==> src/rtl/uart_rx_if.sv <==
// Byte-side bundle of the 8N1 UART receiver.
// The master drives received data and status strobes.
interface uart_rx_if;
  logic [7:0] o_data;
  logic       o_valid;
  logic       o_frame_err;
  logic       o_busy;

  modport master (
    output o_data,
    output o_valid,
    output o_frame_err,
    output o_busy
  );

  modport slave (
    input o_data,
    input o_valid,
    input o_frame_err,
    input o_busy
  );
endinterface

==> src/rtl/uart_rx.sv <==
// 8N1 UART receiver, LSB first, mid-bit sampling.
// Frames restart on the first low after IDLE; no in-frame re-sync.
module uart_rx #(
  parameter int FREQ = 50_000_000,
  parameter int RATE = 115_200
) (
  input  logic     CLK,
  input  logic     rst_n,
  input  logic     i_rx,
  uart_rx_if.master bus
);

  localparam int DIV  = FREQ / RATE;
  localparam int HALF = DIV / 2;
  localparam int CW   = $clog2(DIV);

  localparam logic [CW-1:0] DIV_M1  = CW'(DIV - 1);
  localparam logic [CW-1:0] HALF_M1 = CW'(HALF - 1);

  if (DIV < 4) begin : g_div_chk
    $error("uart_rx: FREQ/RATE must be at least 4");
  end

  typedef enum logic [2:0] {
    S_IDLE,
    S_START,
    S_DATA,
    S_STOP,
    S_BRK
  } state_t;

  state_t        state, state_n;
  logic [1:0]    sync_q;
  logic          rx_s;
  logic [CW-1:0] cnt, cnt_n;
  logic [2:0]    idx, idx_n;
  logic [7:0]    sh, sh_n;
  logic [7:0]    data_q, data_n;
  logic          valid_q, valid_n;
  logic          ferr_q, ferr_n;

  assign rx_s = sync_q[1];

  always_ff @(posedge CLK or negedge rst_n) begin
    if (!rst_n) begin
      sync_q  <= 2'b11;
      state   <= S_IDLE;
      cnt     <= '0;
      idx     <= '0;
      sh      <= '0;
      data_q  <= '0;
      valid_q <= 1'b0;
      ferr_q  <= 1'b0;
    end else begin
      sync_q  <= {sync_q[0], i_rx};
      state   <= state_n;
      cnt     <= cnt_n;
      idx     <= idx_n;
      sh      <= sh_n;
      data_q  <= data_n;
      valid_q <= valid_n;
      ferr_q  <= ferr_n;
    end
  end

  always_comb begin
    state_n = state;
    cnt_n   = cnt;
    idx_n   = idx;
    sh_n    = sh;
    data_n  = data_q;
    valid_n = 1'b0;
    ferr_n  = 1'b0;
    unique case (state)
      S_IDLE: begin
        if (!rx_s) begin
          state_n = S_START;
          cnt_n   = '0;
        end
      end
      S_START: begin
        if (cnt == HALF_M1) begin
          cnt_n   = '0;
          idx_n   = '0;
          state_n = rx_s ? S_IDLE : S_DATA;
        end else begin
          cnt_n = cnt + 1'b1;
        end
      end
      S_DATA: begin
        if (cnt == DIV_M1) begin
          cnt_n = '0;
          sh_n  = {rx_s, sh[7:1]};
          idx_n = idx + 1'b1;
          if (idx == 3'd7) begin
            state_n = S_STOP;
          end
        end else begin
          cnt_n = cnt + 1'b1;
        end
      end
      S_STOP: begin
        if (cnt == DIV_M1) begin
          cnt_n = '0;
          if (rx_s) begin
            data_n  = sh;
            valid_n = 1'b1;
            state_n = S_IDLE;
          end else begin
            // held-low line parks in BRK so a break is reported once
            ferr_n  = 1'b1;
            state_n = S_BRK;
          end
        end else begin
          cnt_n = cnt + 1'b1;
        end
      end
      S_BRK: begin
        if (rx_s) begin
          state_n = S_IDLE;
        end
      end
      default: begin
        state_n = S_IDLE;
      end
    endcase
  end

  assign bus.o_data      = data_q;
  assign bus.o_valid     = valid_q;
  assign bus.o_frame_err = ferr_q;
  assign bus.o_busy      = (state != S_IDLE);

endmodule

==> src/flat_wrapper.sv <==
// flat-port wrapper written by rule: the top's interface ports become plain ports
module uart_rx_flat 
#(
  parameter int FREQ = 50_000_000,
  parameter int RATE = 115_200
)
  (CLK, rst_n, i_rx, bus_o_data, bus_o_valid, bus_o_frame_err, bus_o_busy);
  uart_rx_if bus_i ();
  input  logic CLK;
  input  logic rst_n;
  input  logic i_rx;
  output wire logic [$bits(bus_i.o_data)-1:0] bus_o_data;
  output wire logic [$bits(bus_i.o_valid)-1:0] bus_o_valid;
  output wire logic [$bits(bus_i.o_frame_err)-1:0] bus_o_frame_err;
  output wire logic [$bits(bus_i.o_busy)-1:0] bus_o_busy;
  assign bus_o_data = bus_i.o_data;
  assign bus_o_valid = bus_i.o_valid;
  assign bus_o_frame_err = bus_i.o_frame_err;
  assign bus_o_busy = bus_i.o_busy;
  uart_rx #(.FREQ(FREQ), .RATE(RATE)) u_core (.CLK(CLK), .rst_n(rst_n), .i_rx(i_rx), .bus(bus_i));
endmodule
==> config.mk <==
export PLATFORM = sky130hd
export DESIGN_NAME = uart_rx_flat
export DESIGN_NICKNAME = d
export VERILOG_FILES = /design/src/rtl/uart_rx_if.sv /design/src/rtl/uart_rx.sv /design/src/flat_wrapper.sv
export SDC_FILE = /design/constraint.sdc
export NUM_CORES = 1
export LEC_CHECK = 0
export ABC_CLOCK_PERIOD_IN_PS = 2000
export BUFFER_PORTS_ARGS = -buffer_cell sky130_fd_sc_hd__buf_2
export CAP_MARGIN = 10
export CORE_MARGIN = 5
export CORE_UTILIZATION = 50
export CTS_CLUSTER_DIAMETER = 50
export DETAILED_ROUTE_END_ITERATION = 12
export HOLD_SLACK_MARGIN = 0.1
export PLACE_DENSITY = 0.76
export SYNTH_ARGS = -nofsm -noshare
export SYNTH_HDL_FRONTEND = slang
export SYNTH_SLANG_ARGS = --single-unit
==> constraint.sdc <==
create_clock -name CLK -period 2 [get_ports CLK]
set_input_delay 0.2 -clock CLK [delete_from_list [all_inputs] [get_ports CLK]]
set_output_delay 0.2 -clock CLK [all_outputs]
set_load 0.01 [all_outputs]
==> results of run 1 <==
## per-stage QoR
step | util | worst slack [ns] | instance area (µm²) | hold slack (ns)
after floorplan | - | 0.201 | 1660 | -0.0956
after global placement | 0.542 | 0.155 | 1780 | 0.299
after detailed placement | 0.542 | 0.0499 | 1780 | 0.306
after CTS | 0.565 | 0.0483 | 1850 | 0.363
after global routing | 0.574 | -0.0375 | 1890 | 0.367
final | 0.574 | -0.00437 | 1890 | 0.362
## what timing repair did
action | in CTS | in global routing
hold buffers | 2 | 0
hold endpoints to repair | 34 | 0
endpoints found under the setup margin | 0 | 8
resized for setup | 0 | 5
buffers inserted | 0 | 3
## layer usage
metal / vias up / share of wire / track usage
met5: - / 0 / 0
met3: 11 / 0.051 / 0.0366
met4: 0 / 0.013 / 0.0608
li1: 607 / - / -
met2: 40 / 0.49 / 0.254
met1: 589 / 0.45 / 0.191
## critical path: stages (launching register included)
cell and delay (ns):
dfrtp_1 0.44, buf_4 0.14, ha_1 0.17, nand4bb_1 0.25, nor4_4 0.33, buf_4 0.22
mux2_2 0.35
## logic make-up after synthesis
family / synth area share
muxes: 0.0671
DFF: 0.529
buffers and inverters: 0.0286
and+or+nand+nor: 0.216
adders and majority gates: 0.0377
AOI/OAI and AO/OA: 0.122
## placed cells by master (no fill, tap or decap), types with 2 or more instances in the layout
master	instances
nand2_1	36
nor4_1	2
nand2b_1	2
nor2_1	7
nor2b_1	2
buf_4	7
buf_2	13
inv_1	2
a22o_1	2
mux2_2	9
dlygate4sd3_1	2
o22ai_1	3
a21oi_2	2
ha_1	5
nand3_1	4
inv_2	2
o21ai_0	8
clkbuf_4	5
o211ai_1	2
dfrtp_1	33
nor3_1	3
dfstp_2	2
a21oi_1	3
## cell type report
cell class | count | area [µm²]
clock buffers | 6 | 41.3
clock inverters | 2 | 12.5
fillers | 274 | 1400
inverters | 4 | 15.0
multi-input cells | 114 | 744
flip-flops and latches | 35 | 878
well taps | 46 | 57.6
repair buffers | 22 | 138
## power by group through the flow
| stage | Clock (W) | Combinational [W] | Sequential, W |
|---|---|---|---|
| final | 0.000364 | 0.0000193 | 0.000714 |
| after global routing | 0.000411 | 0.0000239 | 0.000714 |
| after CTS | 0.000377 | 0.0000208 | 0.000714 |
| after detailed placement | 0 | 0.0000179 | 0.000728 |
| after global placement | 0 | 0.0000173 | 0.000727 |
| after floorplan | 0 | 0.00000429 | 0.000725 |
## state kept, by name (all words and copies together) (netlist names)
| name | flops |
|---|---|
| u_core.idx | 3 |
| u_core.bus.o_data | 8 |
| u_core.bus.o_valid | 1 |
| u_core.cnt | 9 |
| u_core.sync_q | 2 |
| u_core.state | 3 |
| u_core.bus.o_frame_err | 1 |
| u_core.sh | 8 |
## worst min path at each step
stage | depth (start not counted) | end | startpoint
after CTS | 0 | u_core.sync_q[1] | u_core.sync_q[0]
after detailed placement | 1 | u_core.state[1] | rst_n
after floorplan | 0 | u_core.bus.o_data[0] | rst_n
final | 0 | u_core.sync_q[1] | u_core.sync_q[0]
after global placement | 1 | u_core.cnt[4] | rst_n
after global routing | 0 | u_core.sync_q[1] | u_core.sync_q[0]
==> results.py, run 1 <==
metrics = {
    "synth": {
        "yosys_warnings": 0,
        "synth.most_common_cell": "nand2_1",
        "synth-seq-cells": 35,
        "netlist_instances": 160,
        "ys_types": 43,
        "yosysTopAreaCell": "dfrtp_1",
        "syn_area_per_cell_um2": 10.4,
        "netlist_top_cells_area": "dfrtp_1 50%, nand2_1 8.1%, mux2_2 6.1%",
        "ys.flop_type": "dfrtp_1",
        "yosysSeqAreaShare": 0.529,
        "synthTopCellsByCount": "36 x nand2_1, 33 x dfrtp_1, 9 x mux2_2, 9 x o21ai_0, 8 x nor2_1",
        "yosysTopAreaCellShare": 0.497,
        "synth.net_count": 168,
        "synth_edf_count": 0,
        "synth_area_um2": 1660,
        "synth-async-reset-ratio": 1.00,
    },
    "critical_path": {
        "crit_arrival_ns": 2.22,
        "r2r-start": "u_core.cnt[0]",
        "end_kind": "flop",
        "r2r_cells": 6,
        "regToRegEndpoint": "u_core.bus.o_data[7]",
        "critPathMaxFanout": 9,
        "path_class": "reg2reg",
        "required_ns": 2.22,
        "crit_path_start": "u_core.cnt[0]",
        "cp-start-kind": "flop",
        "cp-endpoint": "u_core.bus.o_data[7]",
        "reg2reg_setup_slack_ns": -0.004,
    },
    "drt": {
        "drc_errors": 0,
        "first_pass_iters": 4,
        "vias": 1247,
        "ant_nets": 0,
        "drt-total-wl_um": 3230,
        "vias_per_cell": 5.45,
        "drt-initial-drc-count": 118,
        "wire_per_inst_um": 14.1,
    },
    "timing": {
        "setup_violations": 2,
        "setup_tns_ns": -0.00531,
        "finalWorstSetupSlack_ns": -0.00437,
        "max_slew_margin": 0.514,
        "hold_viol": 0,
        "worst_pin_slew_ns": 0.729,
        "post-route-period-util": 1.00,
        "slew_viol_final": 0,
        "skew_ns": 0.0183,
        "max_freq_mhz": 499,
        "period_needed_ns": 2.00,
    },
    "pwr": {
        "p_switching_w": 0.000246,
        "p_seq_frac": 0.650,
        "p_total_w": 0.00110,
        "power.density_nw_per_um2": 582,
        "swShare": 0.224,
        "clkPwrFrac": 0.332,
        "p_leak_nw": 0.923,
        "vdd_drop_max_v": 0.000423,
        "internal_power_w": 0.000852,
        "comb_power_share": 0.018,
    },
    "grt": {
        "grt_start_max_net_pins": 36,
        "grt_pass1_wl_um": 5330,
        "grt.total_usage": 0.153,
        "antenna_found_initial": 0,
        "gr-total-overflow": 0,
        "grt_pass1_vias": 1212,
    },
    "clock_tree": {
        "cts_max_path_buffers": 2,
        "cts_tree": "built",
        "cts_root_buf": "clkbuf_4",
        "cts-buffers-inserted": 5,
        "cts.sinks": 35,
        "clkLatencyLatePin_ns": 0.33,
        "path_clk_slew_ns": 0.10,
        "htreeDepth": 2,
    },
    "cells_and_area": {
        "diodes": 0,
        "instances_no_fill": 229,
        "syn_to_final_growth_pct": 13.6,
        "nets": 190,
        "drive_above_1_share": 0.257,
    },
    "floorplan": {
        "initial_core_util": 0.506,
        "core_area_um2": 3280,
        "die_h_um": 67.6,
        "die_w_um": 67.6,
        "io_pins": 14,
        "dieArea_um2": 4570,
        "rows": 21,
    },
    "place": {
        "dp_cells": 216,
        "hpwl_um": 2270,
        "portBuffers": 13,
        "gp_congestion": 0.883,
    },
    "run_status": {
        "violations": "setup timing",
        "status": "finished, violations left",
    },
    "job": {
        "maxCapViolations": 0,
    },
    "worst_hold_path": {
        "hp-class": "reg2reg",
    },
}
Power figures use the tool's default switching activity.
==> run 2: changes to the inputs <==
- CORE_ASPECT_RATIO: unset -> 1.1
- CORE_MARGIN: 5 -> 2
==> run 2 against run 1 <==
Compared with the run above: non-clock buffer count is 3 lower; first-iteration DRC count is 37% lower; the flow finishes with violations (DRC); worst setup slack better by 0.059 ns; combinational power is 3% higher; largest power group unchanged; critical endpoint is now u_core.state[1].
==> results.py, run 2 (same netlist as run 1, synthesis figures left out) <==
metrics = {
    "grt": {
        "antenna_found_initial": 0,
        "grt_pass1_wl_um": 5480,
        "grt_start_max_net_pins": 36,
        "gr-total-overflow": 0,
        "grt_pass1_vias": 1218,
        "grt.total_usage": 0.195,
    },
    "timing": {
        "rsz0062_at_grt": "yes",
        "holdWs_ns": 0.363,
        "period_needed_ns": 1.95,
        "max_freq_mhz": 514,
        "max_slew_margin": 0.497,
        "setup_violations": 0,
        "hold_viol": 0,
        "finalWorstSetupSlack_ns": 0.0548,
        "post-route-period-util": 0.973,
        "worst_pin_slew_ns": 0.754,
        "skew_ns": 0.0164,
        "slew_viol_final": 0,
    },
    "pwr": {
        "power.density_nw_per_um2": 612,
        "comb_power_share": 0.017,
        "swShare": 0.220,
        "p_leak_nw": 0.915,
        "internal_power_w": 0.000886,
        "vdd_drop_max_v": 0.000266,
        "clkPwrFrac": 0.355,
        "p_seq_frac": 0.628,
        "p_total_w": 0.00114,
        "p_switching_w": 0.000251,
    },
    "place": {
        "post-place-ws_ns": 0.0661,
        "gp_congestion": 0.924,
        "hpwl_um": 2200,
        "portBuffers": 13,
        "placed_area_um2": 1770,
    },
    "cells_and_area": {
        "fin_util": 0.599,
        "n_fill_cell": 260,
        "nets": 187,
        "diodes": 0,
        "drive_above_1_share": 0.233,
        "final_cell_mix": "36 x nand2_1, 33 x dfrtp_1, 13 x buf_2",
        "largest_reg_flops": 9,
        "final_common_cell": "nand2_1",
        "syn_to_final_growth_pct": 11.9,
        "top_register": "u_core.cnt",
        "postLayoutCellArea_um2": 1860,
    },
    "drt": {
        "ant_nets": 0,
        "drt-initial-drc-count": 74,
        "wire_per_inst_um": 15.0,
        "vias_per_cell": 5.89,
        "drt-total-wl_um": 3210,
        "first_pass_iters": 8,
        "drc_errors": 2,
        "vias": 1260,
    },
    "floorplan": {
        "die_w_um": 58.9,
        "core_area_um2": 3100,
        "io_pins": 14,
        "rows": 21,
        "die_h_um": 64.4,
        "dieArea_um2": 3800,
        "initial_core_util": 0.536,
    },
    "critical_path": {
        "path_class": "reg2reg",
        "critPathMaxFanout": 5,
        "crit_arrival_ns": 2.22,
        "required_ns": 2.27,
        "cp-start-kind": "flop",
        "end_kind": "flop",
    },
    "run_status": {
        "violations": "DRC",
        "status": "finished, violations left",
    },
    "clock_tree": {
        "cts.sinks": 35,
        "cts_root_buf": "clkbuf_4",
        "path_clk_slew_ns": 0.11,
        "htreeDepth": 2,
        "postCtsSetupRepairBufs": 0,
        "cts-buffers-inserted": 5,
        "cts_tree": "built",
        "clkLatencyLatePin_ns": 0.35,
        "cts_max_path_buffers": 2,
    },
    "job": {
        "maxCapViolations": 0,
    },
    "worst_hold_path": {
        "hp-class": "reg2reg",
    },
}
## run 2: worst max-delay path, cell delays in order, from the launching register on
cell      delay, ns
dfrtp_1        0.45
inv_1          0.13
ha_1           0.16
nand4b_1       0.08
o41a_1         0.39
or4b_1         0.50
a21oi_1        0.18
## run 2: layer usage
| metal | wire, µm | global-route usage | share of wire | up-vias |
|---|---|---|---|---|
| met5 | 0 | 0 | 0 | - |
| met2 | 1650 | 0.322 | 0.51 | 33 |
| met1 | 1350 | 0.221 | 0.42 | 618 |
| li1 | - | - | - | 603 |
| met4 | 67 | 0.0824 | 0.021 | 0 |
| met3 | 142 | 0.0758 | 0.044 | 6 |
## run 2: through the flow
| step | setup TNS (ns) | cells |
|---|---|---|
| after global routing | -0.197 | 214 |
| final | 0 | 214 |
| after CTS | 0 | 214 |
| after floorplan | 0 | 160 |
| after detailed placement | 0 | 204 |
| after global placement | 0 | 204 |
## run 2: power groups by stage
stage               clock network, W  registers [W]    logic, W
floorplan                          0       0.000725  0.00000429
global placement                   0       0.000728   0.0000172
detailed placement                 0       0.000727   0.0000180
CTS                         0.000415       0.000714   0.0000210
global route                0.000451       0.000715   0.0000239
finish                      0.000403       0.000714   0.0000198
## run 2: area by class of cell
cell class / instances / area [µm²] / share of cell area
clock buffer: 7 / 55.1 / 0.0296
clock inverter: 1 / 5.00 / 0.00269
inverter: 4 / 15.0 / 0.00808
multi-input combinational: 114 / 747 / 0.402
sequential: 35 / 878 / 0.473
tap: 34 / 42.5 / 0.0229
timing repair buffer: 19 / 115 / 0.0620
## run 2: what timing repair did
action                                  in CTS  in global routing
endpoints found under the setup margin       0                  9
hold buffers                                 2                  0
endpoints found under the hold margin       34                  0
resized for setup                            0                  2
## run 2: worst paths after layout
kind | start | end | slack (ns) | depth (start not counted)
worst min-delay path | u_core.sync_q[0] | u_core.sync_q[1] | 0.36 | 0
max in group asynchronous | rst_n | u_core.bus.o_data[6] | 1.06 | 2
worst min register to register | u_core.sync_q[0] | u_core.sync_q[1] | 0.36 | 0
worst max register to register | u_core.cnt[0] | u_core.state[1] | 0.05 | 6
worst max-delay path | u_core.cnt[0] | u_core.state[1] | 0.05 | 6
min in group asynchronous | rst_n | u_core.idx[2] | 0.45 | 2
